===== src/rtl/skew_feeder.sv =====
// Skewed tile feeder: loads a LANES x DEPTH tile, then streams it diagonally,
// lane k delayed by k steps, so a systolic array sees a wavefront.
module skew_feeder #(
  parameter int unsigned DATA_W = 16,
  parameter int unsigned DEPTH  = 4,
  parameter int unsigned LANES  = 4
) (
  input  logic                                       clk,
  input  logic                                       rst,
  input  logic                                       load_valid,
  output logic                                       load_ready,
  input  logic [LANES-1:0][DEPTH-1:0][DATA_W-1:0]    load_data,
  input  logic                                       en,
  output logic [LANES-1:0][DATA_W-1:0]               out_data,
  output logic [LANES-1:0]                           out_valid,
  output logic                                       busy,
  output logic                                       done
);

  localparam int unsigned RUN_LEN = DEPTH + LANES - 1;
  localparam int unsigned TW      = $clog2(DEPTH + LANES);

  typedef enum logic {
    S_IDLE = 1'b0,
    S_RUN  = 1'b1
  } state_t;

  state_t                                  r_state;
  state_t                                  w_state_nxt;
  logic [TW-1:0]                           r_t;
  logic [TW-1:0]                           w_t_nxt;
  logic [LANES-1:0][DEPTH-1:0][DATA_W-1:0] r_tile;
  logic                                    w_accept;
  logic                                    w_last;
  logic [LANES-1:0][DATA_W-1:0]            w_data_nxt;
  logic [LANES-1:0]                        w_valid_nxt;
  logic                                    w_done_nxt;

  // Next state, step counter and next output values
  always_comb begin
    w_state_nxt = r_state;
    w_t_nxt     = r_t;
    w_accept    = 1'b0;
    w_last      = (r_t == TW'(RUN_LEN - 1));
    w_data_nxt  = '0;
    w_valid_nxt = '0;
    w_done_nxt  = 1'b0;
    case (r_state)
      S_IDLE: begin
        if (load_valid) begin
          w_accept    = 1'b1;
          w_state_nxt = S_RUN;
          w_t_nxt     = '0;
        end
      end
      S_RUN: begin
        if (en) begin
          // Lane k shows element t-k while that index lies inside the tile
          for (int k = 0; k < int'(LANES); k++) begin
            for (int j = 0; j < int'(DEPTH); j++) begin
              if (int'(r_t) == k + j) begin
                w_data_nxt[k]  = r_tile[k][j];
                w_valid_nxt[k] = 1'b1;
              end
            end
          end
          if (w_last) begin
            w_done_nxt  = 1'b1;
            w_state_nxt = S_IDLE;
            w_t_nxt     = '0;
          end else begin
            w_t_nxt = r_t + TW'(1);
          end
        end
      end
      default: begin
        w_state_nxt = S_IDLE;
        w_t_nxt     = '0;
      end
    endcase
  end

  always_ff @(negedge clk or negedge rst) begin
    if (!rst) begin
      r_state <= S_IDLE;
      r_t     <= '0;
    end else begin
      r_state <= w_state_nxt;
      r_t     <= w_t_nxt;
    end
  end

  // Tile is frozen for the whole run; only an accept overwrites it
  always_ff @(negedge clk or negedge rst) begin
    if (!rst) begin
      r_tile <= '0;
    end else if (w_accept) begin
      r_tile <= load_data;
    end
  end

  always_ff @(negedge clk or negedge rst) begin
    if (!rst) begin
      out_data  <= '0;
      out_valid <= '0;
      done      <= 1'b0;
    end else begin
      out_data  <= w_data_nxt;
      out_valid <= w_valid_nxt;
      done      <= w_done_nxt;
    end
  end

  assign load_ready = (r_state == S_IDLE);
  assign busy       = (r_state == S_RUN);

endmodule


===== config.mk =====
export PLATFORM = sky130hd
export DESIGN_NAME = skew_feeder
export DESIGN_NICKNAME = d
export VERILOG_FILES = /design/src/rtl/skew_feeder.sv
export SDC_FILE = /design/constraint.sdc
export NUM_CORES = 1
export LEC_CHECK = 0
export ABC_AREA = 0
export BUFFER_PORTS_ARGS = -buffer_cell sky130_fd_sc_hd__buf_4
export CORE_ASPECT_RATIO = 0.8
export CORE_MARGIN = 5
export CORE_UTILIZATION = 55
export DETAILED_ROUTE_END_ITERATION = 16
export PLACE_DENSITY = 0.89
export SYNTH_ARGS = -nofsm -noshare
export SYNTH_HDL_FRONTEND = slang
export SYNTH_SLANG_ARGS = --single-unit

===== constraint.sdc =====
create_clock -name clk -period 4.8 [get_ports clk]
set_input_delay 0.72 -clock clk [delete_from_list [all_inputs] [get_ports clk]]
set_output_delay 0.72 -clock clk [all_outputs]
set_load 0.005 [all_outputs]

### Word-level counts from Yosys, hierarchy flattened

Cells that the tools add are included.

* add/sub/neg operators: 1
* equal/unequal tests: 9
* multiplexer cells: 48
* bitwise logic cells: 1
* reduce and logical (&&, ||, !) cells: 2

Operators by type and width (number)
* $mux W16: 16
* $mux W64: 2
* $mux W1: 23
* $eq A3 B3 Y1 const B: 5
* $mux W3: 3
* $mux W4: 2
* $eq A3 B2 Y1 const B: 2
* $pmux W3 S2: 1
* $ne A2 B2 Y1 const B: 2
* $add A3 B1 Y3 const B: 1
* $logic_not A3 Y1: 1
* $pmux W1 S2: 1
* $reduce_and A2 Y1: 1
* $not A1 Y1: 1

* register bits: 329
* output and inout bits: 71
* logic and storage cells: 85

### Longest topological paths before layout

Gate-level depths: netlist (run 1).

* depth after elaboration: 7
* gate-level depth with buffers: 8
* depth with buffers taken out: 5

==> impl_results.md, run 1 <==
* Pre-CTS setup slack at around 0.51 ns
* CP max FO at 9
* Max Cap Violations at 0
* Initial antenna violation count at 0
* CTS tree: built
* DRT Pass-1 Iters at 7
* Placed cell count at between 2000 and 2500
* Final Core Density at 71.7%
* DR WL/cell at approximately 19 µm
* Vias per cell at 5.54
* Core footprint at roughly 0.024 mm²
* PortBufs at 330
* FP Rows at 51
* TritonCTS Buffers at 31
* YS warnings at 0
* Static leakage at 9.28 nW
* Largest net degree at the start of global routing at slightly above 60
* Post-synth top cells: nand2_1, dfrtn_1, buf_2
* Reg area at slightly above 0.008 mm²
* Netlist cell types at 44
* Async S/R FF share, synth at 100%
* Ports at 331
* Fin Setup TNS at 0 ns
* Final cell count without fillers at about 2100
* Fillers at 1702
* Via count at ~12000
* Area contributors post-synth: dfrtn_1, nand2_1, buf_2
* VDD IR max at around 0.35 mV
* Setup-failing EPs final at 0
* Ant. Diodes at 0
* Die Wd at around 190 µm
* Root Buffer: clkbuf_16
* Global-route usage over all layers at between 20 and 30%
* Final hold viol count at 0
* Synth Instances at ~1500
* Design Area, Final at ~0.018 mm²
* RSZ-0062 raised after global routing: no
* Synth area leader: dfrtn_1
* Slew Limit Fails at 0
* Clk buf depth at 3
* PD cells at roughly 600 mW/mm²
* Antenna viol nets, final at 0
* Reg2Reg Depth at 6
* Post-CTS setup buffer count at 0
* EDFF count, synth at 0
* Gpl congestion at approximately 0.86
* Vias in the first global route at 11869
* Layout cell share with drive strength beyond 1 at 24.8%
* R2R setup slack at approximately 1.9 ns
* Syn avg cell area at about 9.2 µm²
* CP endpoint kind: primary output
* Count leader, synth: nand2_1
* Full die area at about 0.028 mm²
* Die H at ~150 µm
* Synthesized Nets at 1756
* Cell Area, Synth at roughly 0.014 mm²
* DP Wirelength at roughly 27000 µm
* Primary FF master, synth: dfrtn_1
* Crit Reg-Reg Startpoint: r_t[2]
* Post-synth top area share at about three fifths
* HP Class: reg2reg
* Count of clock tree sinks at roughly 330
* Worst Tran Pin Value at approximately 1.2 ns
* R2R Path End: out_data[39]
* DRT Wirelength at 39700 µm
* Worst Setup Start Kind: register
* Final WS setup at around 0.32 ns
* Cell Area, Placed at 0.0165 mm²
* Cts repair resizes at 0
* First-pass GRT wire length at about 63000 µm
* CTS H-tree depth at 1
* FF+latch count, synth at 329
* WP data arrival at around 3.8 ns
* Area Overhead vs Synth at 27.9%
* Worst slew margin at between 20 and 25%
* Setup CP Type: reg2out
* DRC at 0
* CP endpoint: load_ready
* Sequential-to-total area share from yosys stat at 60.1%
* CP Launch Point: busy
* CP required at 4.08 ns
* Worst-Skew Late Latency at around 0.54 ns
* Multi-input gate area at 0.00493 mm²
* Status: finished clean
* Reg clk slew, reported paths at 0.04 ns
* Post-CTS Hold Fix Bufs at 0
* Clk_skew at 0.0127 ns
* Fin nets at about 2000
* Starting Density at 56.0%
* Drt initial violations at between 1000 and 1500
* Grt total ovfl at 0
how the worst min path moves through the flow:
stage	slack [ns]	endpoint	start	depth (start not counted)
after floorplan	0.40	r_tile[16]	r_tile[16]	2
final	0.42	r_tile[184]	r_tile[184]	2
after global routing	0.43	r_tile[168]	r_tile[168]	2
after global placement	0.41	r_tile[24]	r_tile[24]	2
after CTS	0.42	r_tile[184]	r_tile[184]	2
after detailed placement	0.42	r_tile[184]	r_tile[184]	2
cells by family (layout without fill, tap and decap cells):
logic type / Yosys count / count (layout) / share of synthesized area, %
muxes: 32 / 32 / 2.48
adders and majority gates: 1 / 1 / 0.0913
buffers and inverters: 103 / 419 / 4.03
DFF: 329 / 329 / 60.1
xor gates and xnor gates: 2 / 2 / 0.128
and+or+nand+nor: 908 / 908 / 26.4
AOI/OAI and AO/OA: 120 / 120 / 6.75
metrics by stage:
step                total power, mW  hold slack (ns)
floorplan                      6.72            0.401
global placement               7.78            0.413
detailed placement             8.01            0.418
CTS                            10.6            0.419
global route                   11.2            0.428
finish                         10.5            0.419
area by class of cell:
cell class	count	area share [%]
repair buffers	363	16.6
inverters	2	0.0429
multi-input cells	1063	28.1
clock inverters	10	0.779
clock buffers	44	5.16
well taps	318	2.27
flip-flops and latches	329	47.0
registers in the layout, summed over array words and instances (netlist names):
register / flops
busy: 1
done: 1
out_data: 64
out_valid: 4
r_t: 3
r_tile: 256
routing by layer:
layer	up-vias	part of all wire, %	global-route usage (%)
li1	5375	-	-
met1	5713	41	39.1
met2	606	48	44.3
met3	94	8.6	5.18
met4	0	2.9	7.63
met5	-	0	0
worst max-delay path, stage by stage (launching register included):
cell and delay, ns:
dfrtn_1 0.61, inv_1 0.07, buf_4 0.14
report_power, final:
part | total (mW) | leakage (nW) | internal, mW | switching, mW
sequential | 4.93 | 4.19 | 4.17 | 0.763
combinational | 3.12 | 4.58 | 1.36 | 1.75
clock | 2.50 | 0.516 | 1.46 | 1.03
layout by cell type, fill, tap and decap left out, types with 2 or more instances in the layout:
cell,synthesis,routed
nand2_1,802,802
buf_4,5,348
dfrtn_1,329,329
nand3_1,33,33
clkbuf_16,0,31
o21ai_0,28,28
nor2_1,23,23
nor2b_1,19,18
nor3_1,17,17
mux2i_1,16,16
a221o_1,16,16
a31oi_1,16,16
a22oi_1,16,16
o221ai_1,16,16
mux2_2,16,16
buf_12,0,14
a221oi_1,9,9
clkbuf_8,0,8
a221oi_2,7,7
o21ai_1,5,5
clkbuf_1,26,5
clkinv_2,0,4
clkinv_4,0,3
bufinv_16,0,3
and2_1,2,2
nor3b_4,2,2
xnor2_1,2,2
Note: power is estimated with default switching activity, not from simulation.
==> run 2: changes to the inputs <==
Settings changed: RECOVER_POWER from default to 50.
==> impl_results.md, run 2 (synthesized netlist as in run 1, its figures left out) <==
* Die Wd at 186 µm (unchanged)
* Worst Tran Pin Value at 1.67 ns (was 1.16 ns)
* Buf/Inv on CP at 2 (unchanged)
* Antenna viol nets, final at 0 (unchanged)
* Vias in the first global route at 11869 (unchanged)
* Gpl congestion at 0.855 (unchanged)
* Fin Setup TNS at 0 ns (unchanged)
* WP data arrival at 3.72 ns (was 3.76 ns)
* DP Wirelength at 27300 µm (unchanged)
* Vias per cell at 5.55 (was 5.54)
* Reg2Reg Depth at 6 (unchanged)
* Setup CP Type: reg2out (unchanged)
* Fin nets at 2051 (unchanged)
* FP Rows at 51 (unchanged)
* VDD IR max at 0.351 mV (was 0.353 mV)
* DRT Pass-1 Iters at 5 (was 7)
* Reg area at 0.00823 mm² (unchanged)
* Count of clock tree sinks at 329 (unchanged)
* Ports at 331 (unchanged)
* Final hold viol count at 0 (unchanged)
* HP Class: reg2reg (unchanged)
* Slowest stage delay, CP at 0.57 ns (was 0.61 ns)
* Initial antenna violation count at 0 (unchanged)
* Via count at 11811 (was 11788)
* Wire length on met3 at 3290 µm (was 3430 µm)
* Status: complete, but fails checks (was finished clean)
* Global-route usage over all layers at 27.6% (unchanged)
* Cells along the critical path: inv_1 -> buf_4 (unchanged)
* Placed cell count at 2075 (unchanged)
* PD cells at 604 mW/mm² (was 602 mW/mm²)
* Most frequent cells in the layout: nand2_1, buf_4, dfrtn_1 (unchanged)
* CP Launch Point: busy (unchanged)
* Hold Crit Depth at 2 (unchanged)
* Top cell family by delay on the critical path: flip-flops (unchanged)
* Largest net degree at the start of global routing at 62 (unchanged)
* Post-CTS setup buffer count at 0 (unchanged)
* CP endpoint kind: primary output (unchanged)
* Fillers at 1715 (was 1702)
* RSZ-0062 raised after global routing: no (unchanged)
* Hold Slack at 0.417 ns (was 0.419 ns)
* Reg clk slew, reported paths at 0.04 ns (about the same)
* Worst slew margin at -11.1% (was 22.7%)
* First-pass GRT wire length at 63300 µm (unchanged)
* Post-Route M1 WL at 16300 µm (was 16200 µm)
* Max Cap Violations at 1 (was 0)
* Biggest register: r_tile (unchanged)
* Worst-Skew Late Latency at 0.54 ns (about the same)
* Setup-failing EPs final at 0 (unchanged)
* CTS tree: built (unchanged)
* Multi-input gate area at 0.00492 mm² (was 0.00493 mm²)
* R2R setup slack at 1.95 ns (was 1.92 ns)
* Ant. Diodes at 0 (unchanged)
* Core footprint at 0.0244 mm² (unchanged)
* CP max FO at 9 (unchanged)
* DR top layer: met4 (unchanged)
* Crit Reg-Reg Startpoint: r_t[2] (unchanged)
* DR WL/cell at 18.6 µm (about the same)
* Layout cell share with drive strength beyond 1 at 24.5% (was 24.8%)
* Root Buffer: clkbuf_16 (unchanged)
* Slew Limit Fails at 59 (was 0)
* Final cell count without fillers at 2129 (unchanged)
* Biggest regs: r_tile (256), out_data (64), out_valid (4) (unchanged)
* PortBufs at 330 (unchanged)
* DRT Wirelength at 39700 µm (about the same)
* Violations in the final reports: max-capacitance violations, max-slew violations
* Final Core Density at 71.5% (was 71.7%)
* Clk_skew at 0.0101 ns (was 0.0127 ns)
* Area Overhead vs Synth at 27.5% (was 27.9%)
* Post-CTS Hold Fix Bufs at 0 (unchanged)
* TritonCTS Buffers at 31 (unchanged)
* DRC at 0 (unchanged)
* R2R Path End: out_data[39] (unchanged)
* Cts repair resizes at 0 (unchanged)
* Max reg flops at 256 (unchanged)
* Number of stages on the worst setup path at 2 (unchanged)
* CP required at 4.08 ns (about the same)
* CTS H-tree depth at 1 (unchanged)
* Full die area at 0.0282 mm² (unchanged)
* Die H at 151 µm (unchanged)
* Clk buf depth at 3 (unchanged)
* Grt total ovfl at 0 (unchanged)
* Static leakage at 9.26 nW (was 9.28 nW)
* Commonest non-fill, non-tap cell in the layout: nand2_1 (unchanged)
* Slowest CP cell: dfrtn_1 (unchanged)
* WL met2 at 19000 µm (was 18900 µm)
* Drt initial violations at 1027 (was 1043)
* Starting Density at 56.0% (unchanged)
* CP endpoint: load_ready (unchanged)
* Worst Setup Start Kind: register (unchanged)
-- run 2: cell count changes in the layout (fill, tap and decap cells not counted) --
cell,change
buf_4,-11
clkbuf_2,+9
clkbuf_1,+3
and2_0,+1
and2_1,-1
and3_1,+1
and3_4,-1
buf_8,-1
nor2b_1,+1
nor2b_4,-1
-- run 2: area by class of cell --
class	count	area share [%]
timing repair buffer	363	16.4
multi-input combinational	1063	28.2
sequential	329	47.1
clock inverter	10	0.781
clock buffer	44	5.18
inverter	2	0.0430
tap	318	2.28
-- run 2: metal layers --
metal | GRT usage [%] | vias to the layer above
met5 | 0 | -
met4 | 7.63 | 0
met3 | 5.18 | 98
met2 | 44.3 | 578
met1 | 39.1 | 5760
li1 | - | 5375
-- run 2: worst min-delay path by stage --
stage	end	start	slack, ns
after floorplan	r_tile[16]	r_tile[16]	0.40
final	r_tile[184]	r_tile[184]	0.42
after global placement	r_tile[24]	r_tile[24]	0.41
after detailed placement	r_tile[184]	r_tile[184]	0.42
after CTS	r_tile[184]	r_tile[184]	0.42
after global routing	r_tile[168]	r_tile[168]	0.43
-- run 2: report_power, final --
group          leakage (nW)  internal [mW]  switching [mW]
Combinational          4.55           1.36            1.76
Clock                 0.516           1.46            1.03
Sequential             4.19           4.17           0.762
Total                  9.26           6.99            3.55
-- run 2: through the flow --
step / worst slack (ns) / power, mW / area [µm²]
2_1_floorplan: 0.576 / 6.72 / 13700
3_3_place_gp: 0.567 / 7.78 / 16500
3_5_place_dp: 0.506 / 8.01 / 16500
4_1_cts: 0.305 / 10.6 / 17500
5_1_grt: 0.151 / 11.2 / 17500
6_report: 0.364 / 10.5 / 17500
-- run 2: worst min-delay path: stages, from the launching register on --
cell and delay, ns:
dfrtn_1 0.40, nand2_1 0.05, nand2_1 0.05
==> run 3: changes to the inputs <==
Settings changed: CTS_BUF_LIST from default to sky130_fd_sc_hd__clkbuf_2, CTS_CLUSTER_DIAMETER from default to 100.
==> impl_results.md, run 3 (synthesized netlist as in run 1, its figures left out) <==
* Status: complete, but fails checks (unchanged)
* Violations in the final reports: max-capacitance violations, max-slew violations (unchanged)
* Global-route usage over all layers at 27.4% (was 27.6%)
* Die H at 151 µm (unchanged)
* Post-CTS Hold Fix Bufs at 0 (unchanged)
* First-pass GRT wire length at 62500 µm (was 63300 µm)
* Worst slew margin at -18.3% (was -11.1%)
* DR WL/cell at 17.6 µm (was 18.6 µm)
* Hold Slack at 0.419 ns (was 0.417 ns)
* RSZ-0062 raised after global routing: no (unchanged)
* Cts repair resizes at 0 (unchanged)
* Setup-failing EPs final at 0 (unchanged)
* FP Rows at 51 (unchanged)
* VDD IR max at 0.284 mV (was 0.351 mV)
* Met3 Use GR at 6.61% (was 5.18%)
* R2R setup slack at 1.96 ns (was 1.95 ns)
* Multi-input gate area at 0.00492 mm² (unchanged)
* TritonCTS Buffers at 80 (was 31)
* CTS tree: built (unchanged)
* Starting Density at 56.0% (unchanged)
* DP Wirelength at 27300 µm (unchanged)
* Post-CTS setup buffer count at 0 (unchanged)
* Reg2Reg Depth at 6 (unchanged)
* Biggest register: r_tile (unchanged)
* DRC at 0 (unchanged)
* Worst Setup Start Kind: primary input (was register)
* WP data arrival at 2.88 ns (was 3.72 ns)
* Full die area at 0.0282 mm² (unchanged)
* CP endpoint kind: register (was primary output)
* HP Class: reg2reg (unchanged)
* Static leakage at 9.26 nW (about the same)
* Vias in the first global route at 12140 (was 11869)
* DRT Wirelength at 39000 µm (was 39700 µm)
* Drt initial violations at 965 (was 1027)
* Max Cap Violations at 2 (was 1)
* Setup CP Type: in2reg (was reg2out)
* Most frequent cells in the layout: nand2_1, buf_4, dfrtn_1 (unchanged)
* Clk buf depth at 3 (unchanged)
* Vias per cell at 5.40 (was 5.55)
* Die Wd at 186 µm (unchanged)
* Hold Crit Depth at 2 (unchanged)
* Grt total ovfl at 0 (unchanged)
* Crit Reg-Reg Startpoint: r_t[2] (unchanged)
* Gr busiest metal: met2 (unchanged)
* Root Buffer: clkbuf_2 (was clkbuf_16)
* R2R Path End: out_data[43] (was out_data[39])
* Reg area at 0.00823 mm² (unchanged)
* CTS H-tree depth at 3 (was 1)
* PortBufs at 330 (unchanged)
* Hold EP: r_tile[184] (unchanged)
* CP max FO at 35 (was 9)
* GR Util met1 at 38.3% (was 39.1%)
* Initial antenna violation count at 1 (was 0)
* Largest net degree at the start of global routing at 62 (unchanged)
* DRT Pass-1 Iters at 5 (unchanged)
* Antenna viol nets, final at 0 (unchanged)
* Worst Tran Pin Value at 1.77 ns (was 1.67 ns)
* PD cells at 573 mW/mm² (was 604 mW/mm²)
* Cell Area, Placed at 0.0165 mm² (unchanged)
* Via count at 11962 (was 11811)
* Count of clock tree sinks at 329 (unchanged)
* Fin nets at 2100 (was 2051)
* Design Area, Final at 0.0171 mm² (was 0.0175 mm²)
* Area Overhead vs Synth at 24.8% (was 27.5%)
* Reg clk slew, reported paths at 0.08 ns (was 0.04 ns)
* Max reg flops at 256 (unchanged)
* Hold path startpoint: r_tile[184] (unchanged)
* Gpl congestion at 0.855 (unchanged)
* Layout cell share with drive strength beyond 1 at 27.1% (was 24.5%)
* M2 GR Usage at 42.8% (was 44.3%)
* Commonest non-fill, non-tap cell in the layout: nand2_1 (unchanged)
* Fin Setup TNS at 0 ns (unchanged)
* Final hold viol count at 0 (unchanged)
* CP required at 3.09 ns (was 4.08 ns)
* Worst-Skew Late Latency at 0.72 ns (was 0.54 ns)
* Fillers at 1817 (was 1715)
* Biggest regs: r_tile (256), out_data (64), out_valid (4) (unchanged)
* Core footprint at 0.0244 mm² (unchanged)
* Clk_skew at 0.0678 ns (was 0.0101 ns)
* Ports at 331 (unchanged)
* Slew Limit Fails at 97 (was 59)
==> run 3: cell types whose count changed in the layout (fill, tap and decap cells not counted), moves of 3 or more <==
cell       delta
buf_12        -3
clkbuf_16    -31
clkbuf_2    +111
clkbuf_8      -8
clkinv_1     +19
==> run 3: where the power goes <==
| part | leakage, nW | internal (mW) | switching [mW] | total [mW] |
|---|---|---|---|---|
| combinational | 4.53 | 1.35 | 1.73 | 3.08 |
| clock | 0.538 | 0.693 | 1.12 | 1.81 |
| sequential | 4.19 | 4.16 | 0.740 | 4.90 |
==> run 3: worst max path at each step <==
stage,start,to,cells past startpoint
floorplan,en,out_data[55],6
global placement,en,out_data[31],4
detailed placement,en,out_data[24],4
CTS,busy,load_ready,2
global route,busy,load_ready,2
finish,en,out_data[41],5
==> run 3: worst max-delay path, stage by stage <==
cell	delay [ns]
clkbuf_1	0.14
and2_0	0.16
clkbuf_1	1.28
o21ai_0	0.30
a31oi_1	0.25
==> run 3: per-layer routing <==
metal	part of all wire [%]	vias to the layer above	wire length, µm
li1	-	5518	-
met1	41	5752	16100
met2	47	605	18400
met3	8.9	87	3470
met4	2.6	0	1000
met5	0	-	0
==> run 3: cell type report <==
cell class	count	area share [%]
Antenna cell	1	0.0146
Clock buffer	113	3.31
Clock inverter	28	0.885
Inverter	2	0.0439
Multi-Input combinational cell	1063	28.8
Sequential cell	329	48.2
Tap cell	318	2.33
Timing Repair Buffer	363	16.5
==> run 3: stage by stage <==
| stage | instances | power (mW) | worst slack, ns | utilization (%) |
|---|---|---|---|---|
| 6_report | 2217 | 9.80 | 0.206 | 70.0 |
| 5_1_grt | 2217 | 10.5 | 0.0661 | 70.0 |
| 4_1_cts | 2216 | 9.85 | 0.0831 | 70.3 |
| 3_5_place_dp | 2075 | 8.01 | 0.506 | 67.4 |
| 3_3_place_gp | 2075 | 7.78 | 0.567 | 67.4 |
| 2_1_floorplan | 1495 | 6.72 | 0.576 | - |
